<file path="src/rtl/sid_bus_arbiter.sv">
// sid_bus_arbiter: two-port round-robin arbiter for the voice register write bus,
// plus the CLKEN strobe divider.
// Build option: define SID_ARB_ATOMIC_EN to hold the bus for the writer of a
// frequency/pulse-width low byte until its high byte lands (or a timeout expires).
module sid_bus_arbiter #(
    parameter int unsigned CLK_DIV      = 12,
    parameter int unsigned LOCK_TIMEOUT = 15
) (
    input  logic       CLK,
    input  logic       RESETn,
    input  logic       A_VALID,
    output logic       A_READY,
    input  logic [4:0] A_ADDR,
    input  logic [7:0] A_DATA,
    input  logic       B_VALID,
    output logic       B_READY,
    input  logic [4:0] B_ADDR,
    input  logic [7:0] B_DATA,
    output logic       CLKEN,
    output logic       WR,
    output logic [4:0] ADDR,
    output logic [7:0] DATA,
    output logic       GRANT,
    output logic       LOCKED
);

    logic [7:0] div_q, div_d;
    logic       clken_q, clken_d;
    logic       div_wrap;

    logic       wr_q, wr_d;
    logic [4:0] addr_q, addr_d;
    logic [7:0] data_q, data_d;
    logic       grant_q, grant_d;
    logic       last_q, last_d;  // 1: B was granted last

    logic       a_open, b_open;
    logic       a_rdy, b_rdy;
    logic       acc, sel_b;
    logic [4:0] acc_addr;
    logic [7:0] acc_data;

`ifdef SID_ARB_ATOMIC_EN
    typedef enum logic [1:0] {StOpen, StLockA, StLockB} state_e;
    state_e     state_q, state_d;
    logic [7:0] timer_q, timer_d;

    // Voice-relative offsets 0 and 2 (freq lo, pw lo) open an atomic pair.
    function automatic logic is_trigger(input logic [4:0] addr);
        case (addr)
            5'd0, 5'd2, 5'd7, 5'd9, 5'd14, 5'd16: is_trigger = 1'b1;
            default:                              is_trigger = 1'b0;
        endcase
    endfunction
`endif

    // Free-running CLKEN divider, independent of bus traffic.
    always_comb begin
        div_wrap = (div_q == 8'(CLK_DIV - 1));
        div_d    = div_wrap ? 8'd0 : div_q + 8'd1;
        clken_d  = div_wrap;
    end

    // Grant selection: round-robin when open, owner-only when locked.
    always_comb begin
        a_open = A_VALID && (!B_VALID || last_q);
        b_open = B_VALID && (!A_VALID || !last_q);
`ifdef SID_ARB_ATOMIC_EN
        a_rdy  = a_open;
        b_rdy  = b_open;
        unique case (state_q)
            StLockA: begin
                a_rdy = A_VALID;
                b_rdy = 1'b0;
            end
            StLockB: begin
                a_rdy = 1'b0;
                b_rdy = B_VALID;
            end
            default: begin
                a_rdy = a_open;
                b_rdy = b_open;
            end
        endcase
`else
        a_rdy  = a_open;
        b_rdy  = b_open;
`endif
        acc      = a_rdy || b_rdy;
        sel_b    = b_rdy;
        acc_addr = sel_b ? B_ADDR : A_ADDR;
        acc_data = sel_b ? B_DATA : A_DATA;
    end

    // Forward the accepted write one cycle later; hold the bus when idle.
    always_comb begin
        wr_d    = acc;
        addr_d  = acc ? acc_addr : addr_q;
        data_d  = acc ? acc_data : data_q;
        grant_d = acc ? sel_b : grant_q;
        last_d  = acc ? sel_b : last_q;
    end

`ifdef SID_ARB_ATOMIC_EN
    // Lock state and timer; an owner accept beats timer expiry in the same cycle.
    always_comb begin
        state_d = state_q;
        timer_d = timer_q;
        if (acc && is_trigger(acc_addr)) begin
            state_d = sel_b ? StLockB : StLockA;
            timer_d = 8'(LOCK_TIMEOUT);
        end else if (acc && (state_q != StOpen)) begin
            // Only the owner can be accepted while locked.
            state_d = StOpen;
        end else if (state_q != StOpen) begin
            if (timer_q == 8'd1) begin
                state_d = StOpen;
            end else begin
                timer_d = timer_q - 8'd1;
            end
        end
    end

    // Lock state registers.
    always_ff @(posedge CLK or negedge RESETn) begin
        if (!RESETn) begin
            state_q <= StOpen;
            timer_q <= 8'd0;
        end else begin
            state_q <= state_d;
            timer_q <= timer_d;
        end
    end

    assign LOCKED = (state_q != StOpen);
`else
    assign LOCKED = 1'b0;
`endif

    // Divider and bus output registers.
    always_ff @(posedge CLK or negedge RESETn) begin
        if (!RESETn) begin
            div_q   <= 8'd0;
            clken_q <= 1'b0;
            wr_q    <= 1'b0;
            addr_q  <= 5'd0;
            data_q  <= 8'd0;
            grant_q <= 1'b0;
            last_q  <= 1'b1;
        end else begin
            div_q   <= div_d;
            clken_q <= clken_d;
            wr_q    <= wr_d;
            addr_q  <= addr_d;
            data_q  <= data_d;
            grant_q <= grant_d;
            last_q  <= last_d;
        end
    end

    assign A_READY = a_rdy;
    assign B_READY = b_rdy;
    assign CLKEN   = clken_q;
    assign WR      = wr_q;
    assign ADDR    = addr_q;
    assign DATA    = data_q;
    assign GRANT   = grant_q;

endmodule

</file>
<file path="config.mk">
export PLATFORM = sky130hd
export DESIGN_NAME = sid_bus_arbiter
export DESIGN_NICKNAME = d
export VERILOG_FILES = /design/src/rtl/sid_bus_arbiter.sv
export SDC_FILE = /design/constraint.sdc
export NUM_CORES = 1
export LEC_CHECK = 0
export ABC_AREA = 1
export BUFFER_PORTS_ARGS = -buffer_cell sky130_fd_sc_hd__buf_2
export CAP_MARGIN = 20
export CORE_MARGIN = 2
export CORE_UTILIZATION = 43
export DETAILED_ROUTE_END_ITERATION = 7
export PLACE_DENSITY = 0.76
export SYNTH_ARGS = -nofsm -noshare
export SYNTH_HDL_FRONTEND = slang
export SYNTH_SLANG_ARGS = --single-unit
</file>
<file path="constraint.sdc">
create_clock -name CLK -period 1.1 [get_ports CLK]
set_input_delay 0.22 -clock CLK [delete_from_list [all_inputs] [get_ports CLK]]
set_output_delay 0.22 -clock CLK [all_outputs]
set_load 0.03 [all_outputs]
</file>
==> results.cfg <==
[route]
drtIter0Drc = 20
wl_per_cell_um = 12.3
dr.pass1.iters = 4
drcViolationCount = 0
wl_um = 3050
via_per_inst = 4.76
ant_nets = 0
vias = 1184

[final_layout]
multiInputGateArea_um2 = 602
final_common_cell = nand2_1
seq_area_um2 = 628
final_cell_mix = nand2_1 (38), buf_2 (29), buf_6 (24)
layout-drive-gt1-share_pct = 49.5
stdcell_area_mm2 = 0.00191
fill_cells = 186
insertedDiodeCount = 0
layout.nets = 250
area_growth_pct = 55.6

[logic_synthesis]
syn_area_per_cell_um2 = 8.04
synth-edff-count = 0
yosys_warnings = 0
ys_seq_area_share_pct = 51.0
ys.flop_type = dfrtp_1
netlist_area_mm2 = 0.00123
ys_ff_latch = 25
mappedNetlistNets = 184
synthDistinctLibCells = 20
synthArstFlopShare_pct = 100
netlist_instances = 153

[worst_setup_path]
r2r-end = DATA[3]$_DFFE_PN0P_
cp-start-kind = register
critPathArrivalTime_ns = 1.26
ff2ff_setup_slack_ns = -0.18
cp-end-kind = primary output
slowest_stage = dfstp_2
cpMostUsedCell = nand2_4
cp.required_ns = 0.88
cp.buffers_inverters = 3
crit_chain = inv_2 > nand2_4 > nand2_4 > clkinvlp_4 > buf_6
crit_family = flip-flops
critical-path-max-stage-delay_ns = 0.57
timing.rr.start = last_q$_DFFE_PN1P_
path_max_fanout = 2
worstSetupPathType = reg -> out
reg2reg_depth = 7

[cts]
clock_latency_ns = 0.31
h-tree-depth = 1
clock_path_buffers = 2
clk_pin_slew_worst_paths_ns = 0.13
cts_tree = yes
cts_buffers = 3
root_buffer = clkbuf_4
cts.sinks = 25

[place]
place.gp.congestion = 0.761
hpwlAfterDp_um = 1920
port-buffer-count = 47
dpl_cell_area_mm2 = 0.00151

[min_path]
hp-class = in -> reg
timing.hold.worst_endpoint = ADDR[1]$_DFFE_PN0P_
worstHoldStart = B_ADDR[1]
min_path_cells = 3

[timing]
drv_slew = 0
worst_hold_slack_ns = 0.109
fmax_mhz = 676
setup_violations = 20
fin_crit_sh_pct = 134
fin_skew_ns = 0.000322
fin_ws_ns = -0.379
rsz0062_at_grt = true
min_period_ns = 1.48
final_hold_viol_count = 0

[die]
fp.dieH_um = 57.5
rows = 19
io_pins = 49
die_w_um = 57.5
start_util_pct = 45.0
die-area_mm2 = 0.00330
design.core.area_mm2 = 0.00273

[power]
p_seq_share_pct = 45.4
power_per_cell_area_mw_per_mm2 = 1240
internal_power_w = 0.00157
pwr-share-clk_pct = 16.9
worst_ir_drop_vdd_mv = 0.865
swShare_pct = 33.8
combPwrFrac_pct = 37.7
leakage_nw = 1.02
p_sw_w = 0.000805

[job]
drv_cap = 0

[global_routing]
grt_start_max_net_pins = 26
grt.overflow.total = 0
grt_use_total_pct = 19.3
grt_pass1_wl_um = 4930
grt_pass1_vias = 1189
antenna_found_initial = 0

[status]
violations = negative setup slack
status = complete, but fails checks
## per-layer routing
metal | share of wire [%] | routed length [µm] | track usage [%]
met4 | 0.92 | 28 | 5.98
met1 | 43 | 1310 | 24.7
met5 | 0 | 0 | 0
met3 | 4.4 | 135 | 2.95
met2 | 52 | 1580 | 33.3
## state kept, by name (all words and copies together), names as in the netlist
signal,count
last_q,1
DATA,8
WR,1
div_q,8
ADDR,5
CLKEN,1
GRANT,1
## worst max path at each step
stage | start | endpoint | depth (start not counted)
finish | last_q$_DFFE_PN1P_ | A_READY | 5
global route | last_q$_DFFE_PN1P_ | A_READY | 5
CTS | last_q$_DFFE_PN1P_ | A_READY | 5
detailed placement | last_q$_DFFE_PN1P_ | A_READY | 5
global placement | last_q$_DFFE_PN1P_ | A_READY | 5
floorplan | last_q$_DFFE_PN1P_ | B_READY | 4
## cell type report
type | instances | share of cell area, %
inverter | 12 | 2.55
clock buffer | 4 | 1.37
multi-input combinational | 108 | 31.4
timing repair buffer | 69 | 29.8
tap | 31 | 2.03
sequential | 25 | 32.8
## Yosys cell counts (2+ instances only)
| master | instances | area [µm²] |
|---|---|---|
| buf_4 | 2 | 15.0 |
| buf_6 | 5 | 56.3 |
| dfrtp_1 | 24 | 601 |
| inv_1 | 12 | 45.0 |
| nand2_1 | 54 | 203 |
| nand2_2 | 2 | 12.5 |
| nand3_1 | 16 | 80.1 |
| nor2_1 | 12 | 45.0 |
| o21ai_0 | 3 | 15.0 |
| o21ai_1 | 13 | 65.1 |
## stage by stage
stage | setup slack (ns) | total power, W | std cells | TNS [ns] | utilization, %
floorplan | -0.0576 | 0.00146 | 153 | -0.0635 | -
global placement | -0.0630 | 0.00166 | 232 | -0.609 | 55.3
detailed placement | -0.103 | 0.00167 | 232 | -1.18 | 55.3
CTS | -0.374 | 0.00231 | 247 | -2.91 | 66.2
global route | -0.433 | 0.00250 | 249 | -3.98 | 70.0
finish | -0.379 | 0.00238 | 249 | -2.69 | 70.0
## power groups by stage
stage	Clock (W)	Combinational (W)	Sequential [W]
after global placement	0	0.000588	0.00108
after global routing	0.000451	0.000957	0.00109
final	0.000403	0.000898	0.00108
after floorplan	0	0.000227	0.00124
after detailed placement	0	0.000599	0.00107
after CTS	0.000409	0.000826	0.00108
## worst min-delay path, stage by stage
cell and delay (ns):
buf_2 0.07, o21ai_1 0.06, nand2_1 0.05
## logic make-up (layout without fill, tap and decap cells)
family	count (synthesis)	count (layout)	synth area share (%)
xor gates and xnor gates	1	1	0.712
buffers and inverters	20	85	9.87
AOI/OAI and AO/OA	18	18	7.53
and+or+nand+nor	87	87	29.6
adders and majority gates	1	1	1.02
DFF	25	25	51.0
other	1	1	0.305
## what timing repair did
action / in CTS / in global routing
setup buffers: 10 / 5
endpoints found under the setup margin: 30 / 40
gates cloned: 1 / 0
hold buffers: 1 / 0
pin swaps: 10 / 13
endpoints found under the hold margin: 24 / 0
resized for setup: 51 / 36
Note: power is estimated with default switching activity, not from simulation.
